`src/rtl/rv_trap_seq_if.sv`:
```
// rv_trap_seq_if -- bundle of every rv_trap_seq signal except clock and reset.
//   Instruction CSR access : i_instr_req/idx/data/op -> o_instr_ack
//   Trap requests          : i_exc_*, i_irq*, i_mie, i_mret
//   CSR file port          : o_csr_idx/data, o_csr_read/write/set/clear <- i_csr_rdata
//   Pipeline control       : o_stall, o_redirect, o_redirect_pc, o_busy
// slave  : the sequencer's view (i_* in, o_* out).
// master : the pipeline/CSR-file side driving the sequencer.
interface rv_trap_seq_if;
  logic        i_instr_req;
  logic [11:0] i_instr_idx;
  logic [31:0] i_instr_data;
  logic [1:0]  i_instr_op;
  logic        o_instr_ack;

  logic        i_exc_valid;
  logic [4:0]  i_exc_cause;
  logic [31:0] i_exc_pc;
  logic [31:0] i_exc_tval;
  logic        i_irq;
  logic [4:0]  i_irq_cause;
  logic [31:0] i_irq_pc;
  logic        i_mie;
  logic        i_mret;

  logic [31:0] i_csr_rdata;
  logic [11:0] o_csr_idx;
  logic [31:0] o_csr_data;
  logic        o_csr_read;
  logic        o_csr_write;
  logic        o_csr_set;
  logic        o_csr_clear;

  logic        o_stall;
  logic        o_redirect;
  logic [31:0] o_redirect_pc;
  logic        o_busy;

  modport slave (
    input  i_instr_req, i_instr_idx, i_instr_data, i_instr_op,
    input  i_exc_valid, i_exc_cause, i_exc_pc, i_exc_tval,
    input  i_irq, i_irq_cause, i_irq_pc, i_mie, i_mret, i_csr_rdata,
    output o_instr_ack, o_csr_idx, o_csr_data,
    output o_csr_read, o_csr_write, o_csr_set, o_csr_clear,
    output o_stall, o_redirect, o_redirect_pc, o_busy
  );

  modport master (
    output i_instr_req, i_instr_idx, i_instr_data, i_instr_op,
    output i_exc_valid, i_exc_cause, i_exc_pc, i_exc_tval,
    output i_irq, i_irq_cause, i_irq_pc, i_mie, i_mret, i_csr_rdata,
    input  o_instr_ack, o_csr_idx, o_csr_data,
    input  o_csr_read, o_csr_write, o_csr_set, o_csr_clear,
    input  o_stall, o_redirect, o_redirect_pc, o_busy
  );
endinterface

```
`src/rtl/rv_trap_seq.sv`:
```
// rv_trap_seq -- machine-mode trap / MRET sequencer in front of a CSR file.
// Owns a single CSR port. In IDLE it either accepts a trap (exception or
// enabled interrupt), accepts an MRET, or passes an instruction CSR access
// straight through in the same cycle. A trap walks mepc, mcause, mtval,
// mstatus read-modify-write and mtvec read, then redirects fetch; MRET reads
// mepc, read-modify-writes mstatus and redirects to mepc.
// Ports:
//   i_clk      clock, rising edge
//   i_reset_n  asynchronous active-low reset
//   bus        rv_trap_seq_if.slave (requests, CSR port, stall/redirect)
// Parameter:
//   VECTORED_EN  1: interrupts honour mtvec mode 01 (base + cause*4)
module rv_trap_seq #(
  parameter bit VECTORED_EN = 1'b1
) (
  input logic          i_clk,
  input logic          i_reset_n,
  rv_trap_seq_if.slave bus
);

  typedef enum logic [3:0] {
    IDLE, T_EPC, T_CAUSE, T_TVAL, T_RDST, T_WRST, T_RDVEC, T_JUMP,
    M_RDEPC, M_RDST, M_WRST, M_JUMP
  } state_t;

  // Strobe vector order {clear, set, write, read} so an instruction op
  // code selects its strobe by a plain shift.
  localparam logic [3:0]  S_RD      = 4'b0001;
  localparam logic [3:0]  S_WR      = 4'b0010;
  localparam logic [11:0] A_MSTATUS = 12'h300;
  localparam logic [11:0] A_MTVEC   = 12'h305;
  localparam logic [11:0] A_MEPC    = 12'h341;
  localparam logic [11:0] A_MCAUSE  = 12'h342;
  localparam logic [11:0] A_MTVAL   = 12'h343;

  state_t      state;
  logic [3:0]  strb_q;      // strobes for the current sequence state
  logic [11:0] idx_q;
  logic [31:0] data_q;
  logic        redir_q;
  logic [4:0]  cause_q;
  logic        irq_q;
  logic [31:0] tval_q;
  logic [31:0] epc_q;       // mepc with bit 0 already cleared
  logic [31:0] last_pc_q;   // last redirect target, held between redirects

  logic        idle;
  logic        trap_req;
  logic        take_instr;
  logic [31:0] vec_base;
  logic [31:0] trap_target;
  logic [3:0]  strb;
  logic [11:0] idx;
  logic [31:0] data;
  logic [31:0] rpc;

  // Trap entry: MPIE <= MIE, MIE <= 0, MPP <= M.
  function automatic logic [31:0] trap_mstatus(input logic [31:0] s);
    logic [31:0] r;
    r       = s;
    r[7]    = s[3];
    r[3]    = 1'b0;
    r[12:11] = 2'b11;
    return r;
  endfunction

  // MRET: MIE <= MPIE, MPIE <= 1, MPP kept at M (machine-only core).
  function automatic logic [31:0] mret_mstatus(input logic [31:0] s);
    logic [31:0] r;
    r       = s;
    r[3]    = s[7];
    r[7]    = 1'b1;
    r[12:11] = 2'b11;
    return r;
  endfunction

  assign idle       = (state == IDLE);
  assign trap_req   = bus.i_exc_valid | (bus.i_irq & bus.i_mie);
  // Reset gating keeps the combinational passthrough quiet while reset is held.
  assign take_instr = idle & i_reset_n & bus.i_instr_req & ~trap_req & ~bus.i_mret;

  // mtvec arrives on i_csr_rdata during T_JUMP (read issued in T_RDVEC).
  assign vec_base    = {bus.i_csr_rdata[31:2], 2'b00};
  assign trap_target = (VECTORED_EN && irq_q && (bus.i_csr_rdata[1:0] == 2'b01))
                       ? vec_base + {25'd0, cause_q, 2'b00}
                       : vec_base;

  always_ff @(posedge i_clk or negedge i_reset_n) begin
    if (!i_reset_n) begin
      state     <= IDLE;
      strb_q    <= '0;
      idx_q     <= '0;
      data_q    <= '0;
      redir_q   <= 1'b0;
      cause_q   <= '0;
      irq_q     <= 1'b0;
      tval_q    <= '0;
      epc_q     <= '0;
      last_pc_q <= '0;
    end else begin
      // Outputs for the next state are registered here; anything not set
      // below falls back to "issue nothing".
      strb_q  <= '0;
      idx_q   <= '0;
      data_q  <= '0;
      redir_q <= 1'b0;
      unique case (state)
        IDLE: begin
          if (bus.i_exc_valid) begin
            cause_q <= bus.i_exc_cause;
            irq_q   <= 1'b0;
            tval_q  <= bus.i_exc_tval;
            state   <= T_EPC;
            strb_q  <= S_WR;
            idx_q   <= A_MEPC;
            data_q  <= bus.i_exc_pc;
          end else if (bus.i_irq && bus.i_mie) begin
            cause_q <= bus.i_irq_cause;
            irq_q   <= 1'b1;
            tval_q  <= '0;
            state   <= T_EPC;
            strb_q  <= S_WR;
            idx_q   <= A_MEPC;
            data_q  <= bus.i_irq_pc;
          end else if (bus.i_mret) begin
            state  <= M_RDEPC;
            strb_q <= S_RD;
            idx_q  <= A_MEPC;
          end
        end
        T_EPC: begin
          state  <= T_CAUSE;
          strb_q <= S_WR;
          idx_q  <= A_MCAUSE;
          data_q <= {irq_q, 26'd0, cause_q};
        end
        T_CAUSE: begin
          state  <= T_TVAL;
          strb_q <= S_WR;
          idx_q  <= A_MTVAL;
          data_q <= tval_q;
        end
        T_TVAL: begin
          state  <= T_RDST;
          strb_q <= S_RD;
          idx_q  <= A_MSTATUS;
        end
        T_RDST: begin
          // Write data depends on the read returning next cycle; see data mux.
          state  <= T_WRST;
          strb_q <= S_WR;
          idx_q  <= A_MSTATUS;
        end
        T_WRST: begin
          state  <= T_RDVEC;
          strb_q <= S_RD;
          idx_q  <= A_MTVEC;
        end
        T_RDVEC: begin
          state   <= T_JUMP;
          redir_q <= 1'b1;
        end
        T_JUMP: begin
          last_pc_q <= trap_target;
          state     <= IDLE;
        end
        M_RDEPC: begin
          state  <= M_RDST;
          strb_q <= S_RD;
          idx_q  <= A_MSTATUS;
        end
        M_RDST: begin
          epc_q  <= {bus.i_csr_rdata[31:1], 1'b0};
          state  <= M_WRST;
          strb_q <= S_WR;
          idx_q  <= A_MSTATUS;
        end
        M_WRST: begin
          state   <= M_JUMP;
          redir_q <= 1'b1;
        end
        M_JUMP: begin
          last_pc_q <= epc_q;
          state     <= IDLE;
        end
        default: state <= IDLE;
      endcase
    end
  end

  // CSR port: passthrough in IDLE, otherwise the registered sequence
  // outputs, with the mstatus RMW data formed from the just-returned read.
  always_comb begin
    strb = strb_q;
    idx  = idx_q;
    data = data_q;
    if (take_instr) begin
      strb = S_RD << bus.i_instr_op;
      idx  = bus.i_instr_idx;
      data = bus.i_instr_data;
    end else if (state == T_WRST) begin
      data = trap_mstatus(bus.i_csr_rdata);
    end else if (state == M_WRST) begin
      data = mret_mstatus(bus.i_csr_rdata);
    end
  end

  always_comb begin
    rpc = last_pc_q;
    if (state == T_JUMP)      rpc = trap_target;
    else if (state == M_JUMP) rpc = epc_q;
  end

  assign bus.o_csr_read    = strb[0];
  assign bus.o_csr_write   = strb[1];
  assign bus.o_csr_set     = strb[2];
  assign bus.o_csr_clear   = strb[3];
  assign bus.o_csr_idx     = idx;
  assign bus.o_csr_data    = data;
  assign bus.o_instr_ack   = take_instr;
  // The accepting IDLE cycle stalls too, so fetch freezes before mepc is written.
  assign bus.o_stall       = ~idle | (i_reset_n & (trap_req | bus.i_mret));
  assign bus.o_redirect    = redir_q;
  assign bus.o_redirect_pc = rpc;
  assign bus.o_busy        = ~idle;

endmodule

```
`src/flat_wrapper.sv`:
```
// flat-port wrapper written by rule: the top's interface ports become plain ports
module rv_trap_seq_flat 
#(
  parameter bit VECTORED_EN = 1'b1
)
  (i_clk, i_reset_n, bus_i_instr_req, bus_i_instr_idx, bus_i_instr_data, bus_i_instr_op, bus_i_exc_valid, bus_i_exc_cause, bus_i_exc_pc, bus_i_exc_tval, bus_i_irq, bus_i_irq_cause, bus_i_irq_pc, bus_i_mie, bus_i_mret, bus_i_csr_rdata, bus_o_instr_ack, bus_o_csr_idx, bus_o_csr_data, bus_o_csr_read, bus_o_csr_write, bus_o_csr_set, bus_o_csr_clear, bus_o_stall, bus_o_redirect, bus_o_redirect_pc, bus_o_busy);
  rv_trap_seq_if bus_i ();
  input logic i_clk;
  input logic i_reset_n;
  input wire logic [$bits(bus_i.i_instr_req)-1:0] bus_i_instr_req;
  input wire logic [$bits(bus_i.i_instr_idx)-1:0] bus_i_instr_idx;
  input wire logic [$bits(bus_i.i_instr_data)-1:0] bus_i_instr_data;
  input wire logic [$bits(bus_i.i_instr_op)-1:0] bus_i_instr_op;
  input wire logic [$bits(bus_i.i_exc_valid)-1:0] bus_i_exc_valid;
  input wire logic [$bits(bus_i.i_exc_cause)-1:0] bus_i_exc_cause;
  input wire logic [$bits(bus_i.i_exc_pc)-1:0] bus_i_exc_pc;
  input wire logic [$bits(bus_i.i_exc_tval)-1:0] bus_i_exc_tval;
  input wire logic [$bits(bus_i.i_irq)-1:0] bus_i_irq;
  input wire logic [$bits(bus_i.i_irq_cause)-1:0] bus_i_irq_cause;
  input wire logic [$bits(bus_i.i_irq_pc)-1:0] bus_i_irq_pc;
  input wire logic [$bits(bus_i.i_mie)-1:0] bus_i_mie;
  input wire logic [$bits(bus_i.i_mret)-1:0] bus_i_mret;
  input wire logic [$bits(bus_i.i_csr_rdata)-1:0] bus_i_csr_rdata;
  output wire logic [$bits(bus_i.o_instr_ack)-1:0] bus_o_instr_ack;
  output wire logic [$bits(bus_i.o_csr_idx)-1:0] bus_o_csr_idx;
  output wire logic [$bits(bus_i.o_csr_data)-1:0] bus_o_csr_data;
  output wire logic [$bits(bus_i.o_csr_read)-1:0] bus_o_csr_read;
  output wire logic [$bits(bus_i.o_csr_write)-1:0] bus_o_csr_write;
  output wire logic [$bits(bus_i.o_csr_set)-1:0] bus_o_csr_set;
  output wire logic [$bits(bus_i.o_csr_clear)-1:0] bus_o_csr_clear;
  output wire logic [$bits(bus_i.o_stall)-1:0] bus_o_stall;
  output wire logic [$bits(bus_i.o_redirect)-1:0] bus_o_redirect;
  output wire logic [$bits(bus_i.o_redirect_pc)-1:0] bus_o_redirect_pc;
  output wire logic [$bits(bus_i.o_busy)-1:0] bus_o_busy;
  assign bus_i.i_instr_req = bus_i_instr_req;
  assign bus_i.i_instr_idx = bus_i_instr_idx;
  assign bus_i.i_instr_data = bus_i_instr_data;
  assign bus_i.i_instr_op = bus_i_instr_op;
  assign bus_i.i_exc_valid = bus_i_exc_valid;
  assign bus_i.i_exc_cause = bus_i_exc_cause;
  assign bus_i.i_exc_pc = bus_i_exc_pc;
  assign bus_i.i_exc_tval = bus_i_exc_tval;
  assign bus_i.i_irq = bus_i_irq;
  assign bus_i.i_irq_cause = bus_i_irq_cause;
  assign bus_i.i_irq_pc = bus_i_irq_pc;
  assign bus_i.i_mie = bus_i_mie;
  assign bus_i.i_mret = bus_i_mret;
  assign bus_i.i_csr_rdata = bus_i_csr_rdata;
  assign bus_o_instr_ack = bus_i.o_instr_ack;
  assign bus_o_csr_idx = bus_i.o_csr_idx;
  assign bus_o_csr_data = bus_i.o_csr_data;
  assign bus_o_csr_read = bus_i.o_csr_read;
  assign bus_o_csr_write = bus_i.o_csr_write;
  assign bus_o_csr_set = bus_i.o_csr_set;
  assign bus_o_csr_clear = bus_i.o_csr_clear;
  assign bus_o_stall = bus_i.o_stall;
  assign bus_o_redirect = bus_i.o_redirect;
  assign bus_o_redirect_pc = bus_i.o_redirect_pc;
  assign bus_o_busy = bus_i.o_busy;
  rv_trap_seq #(.VECTORED_EN(VECTORED_EN)) u_core (.i_clk(i_clk), .i_reset_n(i_reset_n), .bus(bus_i));
endmodule
```
`config.mk`:
```
export PLATFORM = sky130hd
export DESIGN_NAME = rv_trap_seq_flat
export DESIGN_NICKNAME = d
export VERILOG_FILES = /design/src/rtl/rv_trap_seq_if.sv /design/src/rtl/rv_trap_seq.sv /design/src/flat_wrapper.sv
export SDC_FILE = /design/constraint.sdc
export NUM_CORES = 1
export LEC_CHECK = 0
export ABC_CLOCK_PERIOD_IN_PS = 5390
export CORE_ASPECT_RATIO = 0.7
export CORE_UTILIZATION = 35
export DETAILED_ROUTE_END_ITERATION = 7
export PLACE_DENSITY = 0.68
export RECOVER_POWER = 25
export SYNTH_ARGS = -nofsm -noshare
export SYNTH_HDL_FRONTEND = slang
export SYNTH_SLANG_ARGS = --single-unit
```
`constraint.sdc`:
```
create_clock -name i_clk -period 5.39 [get_ports i_clk]
set_input_delay 0.8085 -clock i_clk [delete_from_list [all_inputs] [get_ports i_clk]]
set_output_delay 0.8085 -clock i_clk [all_outputs]
set_load 0.01 [all_outputs]
```
# Word level (Yosys, flattened, before mapping)
# Index checks and enable logic that the tools add are counted.
[word_totals]
out_inout_bits = 84
mem_bits_rw = 0
word_cells = 78
latch_bits = 0
ff_bits = 154
mem_count = 0
input_bits = 191
romBits = 0
[classes]
addsub = 1
n_shift = 1
muxes = 31
multipliers = 0
magnitude_cmp = 0
n_bitwise = 12
eq_ne = 13
reduce_logical = 10
n_div = 0
[op_table]
columns = ["op", "count"]
rows = [
  ["$mux W32", 10],
  ["$pmux W32 S3", 1],
  ["$pmux W32 S2", 1],
  ["$pmux W12 S5", 1],
  ["$pmux W4 S10", 1],
  ["$mux W12", 3],
  ["$add A32 B7 Y32", 1],
  ["$mux W4", 6],
  ["$eq A4 B3 Y1 const B", 4],
  ["$eq A4 B4 Y1 const B", 4],
  ["$pmux W4 S3", 1],
  ["$mux W10", 1],
  ["$mux W5", 2],
  ["$eq A4 B2 Y1 const B", 2],
  ["$reduce_or A4 Y1", 2],
  ["$and A1 B1 Y1", 6],
  ["$eq A4 B1 Y1 const B", 1],
  ["$logic_not A4 Y1", 1],
  ["$mux W1", 4],
  ["$ne A4 B4 Y1 const B", 1],
  ["$reduce_bool A2 Y1", 2],
  ["$shl A1 B2 Y4 const A", 1],
  ["$not A1 Y1", 3],
  ["$or A1 B1 Y1", 3],
  ["other kinds (5)", 6],
]

# Longest topological paths before layout
# Gate-level depths: netlist of run 1.
[logic_depth]
ltp_word = 6
ltp_mapped = 10
ltp_nobuf = 8

# Worst setup path after synthesis of run 1
# No wires, ideal clock.
[synth_path]
kind = "input-to-output"
from = "input bus_i_csr_rdata[2]"
to = "output bus_o_redirect_pc[30]"
n_path_buf = 0
arrival_time_ns = 2.599
path_stages = 8
required_time_ns = 4.582
slack_ns = 1.983
path_cell_list = "ha_1 > fa_1 > a211o_1 > a21oi_1 > nor2_2 > nand4_1 > xor2_1 > o21ai_0"
[synth_between]
elab_chain_len = 3
[synth_rtl]
columns = ["item", "line_no", "text"]
rows = [
  ["from (decl)", "flat_wrapper.sv:23", "input wire logic [$bits(bus_i.i_csr_rdata)-1:0] bus_i_csr_rdata;"],
  ["$add A32 B7 Y32", "rv_trap_seq.sv:85", "? vec_base + {25'd0, cause_q, 2'b00}"],
  ["$mux W32", "rv_trap_seq.sv:85", ""],
  ["$mux W32", "rv_trap_seq.sv:210", "if (state == T_JUMP) rpc = trap_target;"],
  ["to (decl)", "flat_wrapper.sv:33", "output wire logic [$bits(bus_i.o_redirect_pc)-1:0] bus_o_redirect_pc;"],
]
# No other way between the ends.

# Worst setup path in the final report of run 1
[layout_path]
from = "input bus_i_csr_rdata[1]"
to = "output bus_o_redirect_pc[20]"
[layout_between]
elab_chain_len = 4
[layout_rtl]
columns = ["item", "line_no", "text"]
rows = [
  ["$eq A2 B1 Y1", "rv_trap_seq.sv:84", "assign trap_target = (VECTORED_EN && irq_q && (bus.i_csr_rdata[1:0] == 2'b01))"],
  ["$logic_and A1 B1 Y1", "rv_trap_seq.sv:84", ""],
  ["$mux W32", "rv_trap_seq.sv:85", ""],
  ["$mux W32", "rv_trap_seq.sv:210", ""],
]
# No other way between the ends.

==> qor.yml, run 1 <==
critical_path:
  critPathRequiredTime_ns: 4.58
  reg2reg_depth: 8
  cpPeakStageDelay_ns: 0.60
  worst_r2r_endpoint: "u_core.last_pc_q[16]"
  r2r_setup_slack_ns: 2.78
  cp-end-kind: "output pin"
  cp.depth: 8
  slowest_stage: "clkdlybuf4s50_1"
  cp-endpoint: "bus_o_redirect_pc[20]"
  arrival_ns: 3.83
  worstSetupPathType: "in2out"
  timing.rr.start: "u_core.cause_q[0]"
  start_kind: "input port"
  worstPathCellList: "clkdlybuf4s50_1 -> and3b_1 -> nand3_1 -> nor2_2 -> nand3_1 -> xor2_1 -> o21ai_0 -> clkdlybuf4s50_1"
  crit_start: "bus_i_csr_rdata[1]"
  worstPathBufferInverterCount: 2
  cp_top_family: "simple AND/OR/NAND/NOR gates"
  critPathMaxFanout: 11
floorplan:
  rows: 44
  die_y_um: 126
  start_util_pct: 36.3
  design.core.area_um2: 21100
  dieArea_um2: 22500
  pin_count: 275
  die_w_um: 179
synthesis:
  synth_edf_count: 0
  ys_seq_elements: 144
  synthSimpleGateAreaFrac_pct: 12.5
  synthArstFlopShare_pct: 100
  syn_nets: 982
  synth_top_family_by_area: "compound AO/OA/AOI/OAI gates"
  synthDistinctLibCells: 53
  avgSynthCellArea_um2: 9.76
  yosysWarnings: 0
  seq_area_frac_synth_pct: 47.1
  synth_compound_area_share_pct: 19.0
  synth_xor_area_share_pct: 3.20
  synthCells: 785
  synth_fa_ha_area_share_pct: 1.08
  syn-cell-area_um2: 7660
  synth_ff_type: "dfrtp_1"
  synthMuxAreaShare_pct: 12.9
pwr:
  p_int_uw: 3590
  power_density_nw_per_um2: 506
  clkPwrFrac_pct: 21.1
  switching_share_pct: 36.4
  cellLeakagePower_uw: 0.00479
  peakVddDrop_uv: 215
  p_sw_uw: 2050
  pwr-share-comb_pct: 45.2
  seq_power_share_pct: 33.6
global_route:
  grt-ovfl-total: 0
  grt_pass1_vias: 6697
  antenna_found_initial: 0
  grt_max_degree: 67
  grt_pass1_wl_mm: 38.9
  grtUsageTotal_pct: 22.9
detailed_routing:
  dr.pass1.iters: 5
  ant_nets: 0
  drc: 0
  wl_per_cell_um: 19.1
  drtIter0Drc: 481
  wl_mm: 25.2
  post_drt_via_cell_ratio: 5.26
  vias: 6955
timing:
  timing.fmax_ghz: 0.215
  report.final.slew_viol_count: 121
  tns_ns: 0
  post-route-min-period_ns: 4.64
  fin_skew_ns: 0.00902
  timing.slew.headroom_pct: -147
  hold_violations: 0
  hold_slack_ns: 0.271
  setup_viol_count_final: 0
  worst_slew_pin_slew_ns: 3.70
  finalCritPeriodShare_pct: 86.1
  rsz0062_at_grt: "no"
place:
  portBuffers: 273
  gp_congestion: 0.898
  dpl.hpwl_mm: 19.0
clock_tree:
  numCtsBuffers: 17
  cts_setup_buffers: 0
  cts_tree: "done"
  cts_max_level: 4
  cts_resized: 0
  clk_pin_slew_ns: 0.06
  insertion_delay_ns: 0.42
  clk_path_buf_depth: 2
  cts-root-buf: "clkbuf_16"
  cts.sinks: 144
  hold_buffers: 0
outcome:
  status: "complete, but fails checks"
  violations: "capacitance limit, slew limit"
finish:
  diodes: 0
  finish.net_count: 1229
  final_cell_mix: "clkdlybuf4s50_1 (271), dfrtp_1 (144), o21ai_0 (122), nand2_1 (102), mux2i_1 (64)"
  layout_commonest_cell: "clkdlybuf4s50_1"
  drive_gt1_share_pct: 8.61
  area_growth_pct: 45.8
  n_fill_cell: 1878
worst_hold_path:
  hold_path_class: "in2async"
run:
  max-cap-violations: 2
-- through the flow --
| step | power [uW] | instance area (um^2) | utilization (%) | setup slack, ns | cells |
|---|---|---|---|---|---|
| CTS | 5680 | 11200 | 53.0 | 0.760 | 1321 |
| detailed placement | 4470 | 10600 | 50.2 | 0.786 | 1289 |
| finish | 5650 | 11200 | 52.9 | 0.749 | 1321 |
| global route | 6010 | 11200 | 52.9 | 0.518 | 1321 |
| floorplan | 3210 | 7660 | - | 1.98 | 785 |
| global placement | 4420 | 10600 | 50.2 | 0.828 | 1289 |
-- layout make-up --
class / instances / area, um^2 / share of cell area [%]
timing repair buffer: 287 / 2840 / 25.4
sequential: 144 / 3600 / 32.3
inverter: 8 / 30.0 / 0.269
tap: 276 / 345 / 3.09
multi-input combinational: 574 / 3750 / 33.6
clock buffer: 19 / 443 / 3.97
clock inverter: 13 / 151 / 1.36
-- cell families (layout without fill, tap and decap cells) --
| logic type | Yosys count | after routing |
|---|---|---|
| simple gates | 204 | 204 |
| fa+ha+maj | 6 | 6 |
| flops | 144 | 144 |
| xor+xnor | 28 | 28 |
| mux | 95 | 95 |
| other cells | 1 | 1 |
| compound gates | 240 | 240 |
| buf+inv | 67 | 327 |
-- cells in the mapped netlist (5+ instances only) --
| cell type | number | area share [%] |
|---|---|---|
| ha_1 | 5 | 0.82 |
| buf_6 | 5 | 0.74 |
| mux2i_1 | 64 | 8.4 |
| dfrtp_1 | 144 | 47 |
| clkbuf_1 | 30 | 1.5 |
| buf_2 | 16 | 1.0 |
| a21oi_1 | 31 | 2.0 |
| xor2_1 | 17 | 1.9 |
| and2_1 | 9 | 0.74 |
| nand4b_1 | 5 | 0.57 |
| nor2_1 | 39 | 1.9 |
| a21o_1 | 6 | 0.59 |
| a22o_1 | 34 | 3.9 |
| inv_1 | 6 | 0.29 |
| mux2_2 | 31 | 4.6 |
| nand4_1 | 5 | 0.41 |
| nand3_1 | 11 | 0.72 |
| a22oi_1 | 28 | 2.7 |
| o21ai_0 | 122 | 8.0 |
| xnor2_1 | 11 | 1.3 |
| nand2_1 | 103 | 5.0 |
| and3_1 | 5 | 0.41 |
-- layer usage --
layer  routed length, um  global-route usage, %
met4                 284                   5.78
met1               12800                   35.9
met5                   0                      0
met2               10600                   31.3
met3                1470                   4.83
-- state kept, by name, indices dropped and copies added, names as in the netlist, 2 cells and up --
register	flops
u_core.cause_q	5
u_core.data_q	32
u_core.epc_q	31
u_core.idx_q	5
u_core.last_pc_q	31
u_core.state	4
u_core.strb_q	2
u_core.tval_q	32
-- power by group through the flow --
stage / combinational, uW / clock, uW / sequential (uW)
5_1_grt: 2800 / 1260 / 1960
4_1_cts: 2570 / 1220 / 1890
2_1_floorplan: 1470 / 0 / 1740
3_5_place_dp: 2560 / 0 / 1910
3_3_place_gp: 2520 / 0 / 1890
6_report: 2550 / 1190 / 1900
-- worst min path at each step --
stage	end	cells after the start	start
after floorplan	u_core.data_q[10]	2	u_core.tval_q[10]
after global placement	u_core.data_q[16]	2	u_core.tval_q[16]
after detailed placement	u_core.data_q[9]	2	u_core.tval_q[9]
after CTS	u_core.bus.o_redirect	1	i_reset_n
after global routing	u_core.bus.o_redirect	1	i_reset_n
final	u_core.bus.o_redirect	1	i_reset_n
-- worst reg2reg max path, stage by stage (launching register included) --
cell	delay (ns)
dfrtp_1	0.46
ha_1	0.25
fa_1	0.42
a211o_1	0.33
a21oi_1	0.31
nor2_2	0.21
nand3_1	0.16
xor2_1	0.18
o21ai_0	0.12
No activity file was read; power rests on OpenSTA's default activity.
==> run 2: changes to the inputs <==
--- a/config.mk
+++ b/config.mk
@@ -5,11 +5,12 @@
 export SDC_FILE = /design/constraint.sdc
 export NUM_CORES = 1
 export LEC_CHECK = 0
-export ABC_CLOCK_PERIOD_IN_PS = 5390
+export ABC_CLOCK_PERIOD_IN_PS = 3900
 export CORE_ASPECT_RATIO = 0.7
+export CORE_MARGIN = 3
 export CORE_UTILIZATION = 35
 export DETAILED_ROUTE_END_ITERATION = 7
-export PLACE_DENSITY = 0.68
+export PLACE_DENSITY = 0.71
 export RECOVER_POWER = 25
 export SYNTH_ARGS = -nofsm -noshare
 export SYNTH_HDL_FRONTEND = slang
==> constraint.sdc (replaced) <==
create_clock -name i_clk -period 3.9 [get_ports i_clk]
set_input_delay 0.585 -clock i_clk [delete_from_list [all_inputs] [get_ports i_clk]]
set_output_delay 0.585 -clock i_clk [all_outputs]
set_load 0.01 [all_outputs]
==> run 2 against run 1 <==
The run still ends with capacitance limit, slew limit left. First-iteration DRC count increased by 9.6%. Non-clock buffer count increased by 40. Core utilization increased by 1.9 points. Largest power group unchanged. Critical path type unchanged. Register-to-register slack got worse by 1.3 ns. Worst hold slack improved by 0.21 ns. Critical endpoint is now bus_o_redirect_pc[25].
==> qor.yml, run 2 (synthesis gave the netlist of run 1 again) <==
critical_path:
  worstPathBufferInverterCount: 2
  arrival_ns: 3.23
  critPathMaxFanout: 5
  reg2reg_depth: 6
  timing.rr.start: "u_core.state[2]"
  cp_top_family: "buffers and inverters"
  critPathRequiredTime_ns: 3.31
  cp-end-kind: "output pin"
  cpPeakStageDelay_ns: 0.62
  slowest_stage: "clkdlybuf4s50_1"
  start_kind: "input port"
  crit_start: "bus_i_csr_rdata[5]"
  worst_r2r_endpoint: "u_core.data_q[14]"
  r2r_setup_slack_ns: 1.51
  worstSetupPathType: "in2out"
  cpMostUsedCell: "clkdlybuf4s50_1"
  worstPathCellList: "clkdlybuf4s50_1 -> ha_1 -> a21o_1 -> a21oi_1 -> and2_2 -> nor4_2 -> mux2i_1 -> o21ai_0 -> clkdlybuf4s50_1"
place:
  dpl.hpwl_mm: 20.1
  gp_congestion: 0.903
  portBuffers: 273
floorplan:
  dieArea_um2: 23700
  die_w_um: 183
  design.core.area_um2: 21100
  die_y_um: 130
  start_util_pct: 36.3
  pin_count: 275
  rows: 44
clock_tree:
  cts_tree: "done"
  cts-root-buf: "clkbuf_16"
  cts_max_level: 4
  hold_buffers: 0
  clk_path_buf_depth: 2
  clk_pin_slew_ns: 0.06
  cts.sinks: 144
  numCtsBuffers: 17
  insertion_delay_ns: 0.42
  cts_setup_buffers: 0
global_route:
  grt_pass1_vias: 6901
  grt-ovfl-total: 0
  antenna_found_initial: 1
  grtUsageTotal_pct: 21.9
  grt_pass1_wl_mm: 39.7
  grt_max_degree: 76
timing:
  hold_slack_ns: 0.482
  hold_violations: 0
  worst_slew_pin_slew_ns: 1.87
  fin_skew_ns: 0.0151
  rsz0062_at_grt: "no"
  tns_ns: 0
  timing.slew.headroom_pct: -25.0
  finalCritPeriodShare_pct: 97.8
  report.final.slew_viol_count: 76
  setup_viol_count_final: 0
  timing.fmax_ghz: 0.262
  post-route-min-period_ns: 3.81
outcome:
  violations: "capacitance limit, slew limit"
  status: "complete, but fails checks"
detailed_routing:
  wl_mm: 26.3
  vias: 7053
  ant_nets: 0
  dr.pass1.iters: 5
  drtIter0Drc: 527
  wl_per_cell_um: 19.4
  post_drt_via_cell_ratio: 5.18
  drc: 0
pwr:
  cellLeakagePower_uw: 0.00511
  peakVddDrop_uv: 285
  power_density_nw_per_um2: 695
finish:
  area_growth_pct: 51.0
  n_fill_cell: 1866
  final_util_pct: 54.9
  largest_registers: "u_core.data_q (32), u_core.tval_q (32)"
  finish.net_count: 1270
  drive_gt1_share_pct: 12.3
  layout_commonest_cell: "clkdlybuf4s50_1"
  final_cell_mix: "clkdlybuf4s50_1 (262), dfrtp_1 (144), o21ai_0 (120), nand2_1 (102), mux2i_1 (64)"
run:
  max-cap-violations: 1
worst_hold_path:
  whs_endpoint: "u_core.data_q[17]"
  hold_start: "u_core.tval_q[17]"
  min_delay_path_depth: 2
  hold_path_class: "reg2reg"
[run 2: worst max-delay path by stage]
stage               cells after the start  slack [ns]               endpoint
finish                                  9        0.09  bus_o_redirect_pc[25]
global route                           10      0.0004  bus_o_redirect_pc[20]
CTS                                     9       0.007  bus_o_redirect_pc[25]
detailed placement                     10       -0.13  bus_o_redirect_pc[16]
global placement                       10       -0.05  bus_o_redirect_pc[30]
floorplan                               8        0.94  bus_o_redirect_pc[30]
[run 2: layout make-up]
| cell class | count | area [um^2] | share of cell area [%] |
|---|---|---|---|
| Clock buffer | 18 | 439 | 3.80 |
| Inverter | 8 | 30.0 | 0.260 |
| Multi-Input combinational cell | 575 | 3790 | 32.8 |
| Timing Repair Buffer | 327 | 3170 | 27.4 |
| Sequential cell | 144 | 3600 | 31.2 |
| Clock inverter | 12 | 183 | 1.58 |
| Antenna cell | 1 | 2.50 | 0.0216 |
| Tap cell | 276 | 345 | 2.99 |
[run 2: repair_timing]
action,4_1_cts,5_1_grt
pin swaps,1,3
setup endpoints to repair,11,27
gates cloned,0,1
resized for setup,4,13
[run 2: worst reg2reg max path, delay by kind of cell (launching register included)]
| family | cells | cell delay (ns) |
|---|---|---|
| buf+inv | 2 | 0.56 |
| simple gates | 3 | 0.92 |
| flops | 1 | 0.43 |
| compound gates | 1 | 0.35 |
[run 2: per-stage QoR]
| stage | std cells | area [um^2] | worst slack (ns) | power (uW) |
|---|---|---|---|---|
| CTS | 1359 | 11500 | 0.00657 | 8090 |
| finish | 1361 | 11600 | 0.0851 | 8040 |
| global route | 1360 | 11600 | 0.000355 | 8550 |
| global placement | 1329 | 10900 | -0.0483 | 6230 |
| detailed placement | 1329 | 10900 | -0.131 | 6310 |
| floorplan | 785 | 7660 | 0.940 | 4440 |
[run 2: power by group]
group | leakage (uW) | total, uW | switching (uW) | internal (uW)
logic | 0.00297 | 3750 | 1820 | 1920
clock network | 0.000295 | 1750 | 659 | 1090
registers | 0.00185 | 2550 | 383 | 2170
[run 2: per-layer routing]
| layer | global-route usage [%] | up-vias | routed length, um |
|---|---|---|---|
| met2 | 31.8 | 223 | 11700 |
| met3 | 5.18 | 20 | 1840 |
| li1 | - | 3385 | - |
| met5 | 0 | - | 13 |
| met4 | 5.60 | 2 | 207 |
| met1 | 32.9 | 3423 | 12600 |
==> run 3: changes to the inputs <==
--- a/config.mk
+++ b/config.mk
@@ -10,7 +10,7 @@
 export CORE_MARGIN = 3
 export CORE_UTILIZATION = 35
 export DETAILED_ROUTE_END_ITERATION = 7
-export PLACE_DENSITY = 0.71
+export PLACE_DENSITY = 0.64
 export RECOVER_POWER = 25
 export SYNTH_ARGS = -nofsm -noshare
 export SYNTH_HDL_FRONTEND = slang
==> run 3 against run 2 <==
The flow still finishes with violations (capacitance limit, slew limit). Count of clock-buffer cells in the layout unchanged. Sequential power about the same. Power down 1.4%. First-iteration DRC count up 2.1%. Clock power down 5%. Global-route usage down 0.17 points. Critical path depth unchanged. Worst setup slack better by 0.031 ns. Routed wire length down 1.4%. Cell count about the same. Largest cell class unchanged.
==> qor.yml, run 3 (synthesis gave the netlist of run 1 again) <==
timing:
  rsz0062_at_grt: "yes"
  worst_slew_pin_slew_ns: 1.97
  hold_violations: 0
  report.final.slew_viol_count: 145
  timing.slew.headroom_pct: -31.4
  post-route-min-period_ns: 3.78
  finalCritPeriodShare_pct: 97.0
  setup_viol_count_final: 0
  fin_skew_ns: 0.0111
  timing.fmax_ghz: 0.264
  hold_slack_ns: 0.485
  tns_ns: 0
finish:
  area_growth_pct: 50.9
  drive_gt1_share_pct: 12.3
  final_cell_mix: "clkdlybuf4s50_1 (258), dfrtp_1 (144), o21ai_0 (118), nand2_1 (102), mux2i_1 (64)"
  largest_registers: "u_core.data_q (32), u_core.tval_q (32)"
  finish.net_count: 1269
  layout_commonest_cell: "clkdlybuf4s50_1"
  final_util_pct: 54.8
  n_fill_cell: 1871
floorplan:
  start_util_pct: 36.3
  rows: 44
  die_y_um: 130
  design.core.area_um2: 21100
  die_w_um: 183
  pin_count: 275
  dieArea_um2: 23700
detailed_routing:
  vias: 7031
  met1_length_mm: 13.0
  highest_layer: "met5"
  drc: 0
  wl_mm: 26.0
  dr.pass1.iters: 5
  post_drt_via_cell_ratio: 5.17
  wl_met2_mm: 11.0
  met3_length_mm: 1.68
  drtIter0Drc: 538
  ant_nets: 0
  wl_per_cell_um: 19.1
global_route:
  grt-ovfl-total: 0
  grt_max_degree: 145
  antenna_found_initial: 1
  grt_pass1_wl_mm: 39.6
  grtUsageTotal_pct: 21.7
  grt_pass1_vias: 6809
worst_hold_path:
  hold_path_class: "reg2reg"
critical_path:
  arrival_ns: 3.20
  critPathMaxFanout: 5
  critPathRequiredTime_ns: 3.31
  r2r_setup_slack_ns: 1.54
  start_kind: "input port"
  cp-end-kind: "output pin"
  worstSetupPathType: "in2out"
run:
  max-cap-violations: 1
place:
  gp_congestion: 0.885
  dpl.hpwl_mm: 19.8
  portBuffers: 273
pwr:
  clkPwrFrac_pct: 21.1
  p_int_uw: 5090
  pwr-share-comb_pct: 46.6
  cellLeakagePower_uw: 0.00516
  switching_share_pct: 35.8
  p_sw_uw: 2840
  seq_power_share_pct: 32.3
  peakVddDrop_uv: 307
  power_density_nw_per_um2: 686
clock_tree:
  cts-root-buf: "clkbuf_16"
  insertion_delay_ns: 0.42
  clk_path_buf_depth: 2
  clk_pin_slew_ns: 0.06
  cts_max_level: 4
  cts.sinks: 144
  cts_tree: "done"
  numCtsBuffers: 17
outcome:
  status: "complete, but fails checks"
  violations: "capacitance limit, slew limit"
## run 3: changes by cell type in the layout (fill, tap and decap cells not counted), sizes merged, moves of 2 or more
cell / previous run / this run
clkdlybuf4s50: 262 / 258
dlymetal6s2s: 8 / 13
clkinv: 2 / 4
clkbuf: 22 / 20
buf: 52 / 54
## run 3: layout make-up
class	count	area (um^2)	share of cell area [%]
multi-input combinational	574	3790	32.8
sequential	144	3600	31.2
timing repair buffer	327	3180	27.5
clock buffer	18	439	3.80
tap	276	345	2.99
clock inverter	12	161	1.40
inverter	8	30.0	0.260
antenna	1	2.50	0.0217
## run 3: layer usage
metal,track usage [%],vias up
li1,-,3380
met1,33.8,3423
met2,30.9,205
met3,4.99,21
met4,4.18,2
met5,0,-
## run 3: critical path: stages
cell and delay, ns:
clkdlybuf4s50_1 0.43, ha_1 0.38, a21o_1 0.18, a21oi_1 0.28, and2_2 0.28, nor4_2 0.06
mux2i_1 0.14, o21ai_1 0.26, clkdlybuf4s50_1 0.60
## run 3: repair_timing
action | CTS | global route
endpoints found under the hold margin | 0 | 0
pin swaps | 0 | 1
buffers inserted | 0 | 1
setup endpoints to repair | 12 | 63
hold buffers | 0 | 0
resized for setup | 2 | 25
## run 3: worst paths after layout
| check | start | to | cells after the start |
|---|---|---|---|
| worst max-delay path | bus_i_csr_rdata[5] | bus_o_redirect_pc[25] | 9 |
| worst max register to register | u_core.state[3] | u_core.data_q[24] | 6 |
| min in group asynchronous | i_reset_n | u_core.idx_q[2] | 2 |
| worst min-delay path | u_core.tval_q[16] | u_core.data_q[16] | 2 |
| max in group asynchronous | i_reset_n | u_core.data_q[15] | 2 |
| worst min register to register | u_core.tval_q[16] | u_core.data_q[16] | 2 |
## run 3: power by group through the flow
stage	Sequential (uW)	Clock, uW	Combinational (uW)
final	2560	1670	3690
after global routing	2630	1770	4050
after CTS	2550	1700	3740
after detailed placement	2580	0	3710
after global placement	2550	0	3670
after floorplan	2400	0	2030
## run 3: stage by stage
step	worst slack, ns	cell area [um^2]	std cells	power [uW]
detailed placement	-0.168	10900	1328	6290
CTS	0.00501	11500	1358	7990
finish	0.116	11600	1360	7930
global placement	-0.0575	10900	1328	6220
floorplan	0.940	7660	785	4440
global route	-0.0183	11600	1359	8450
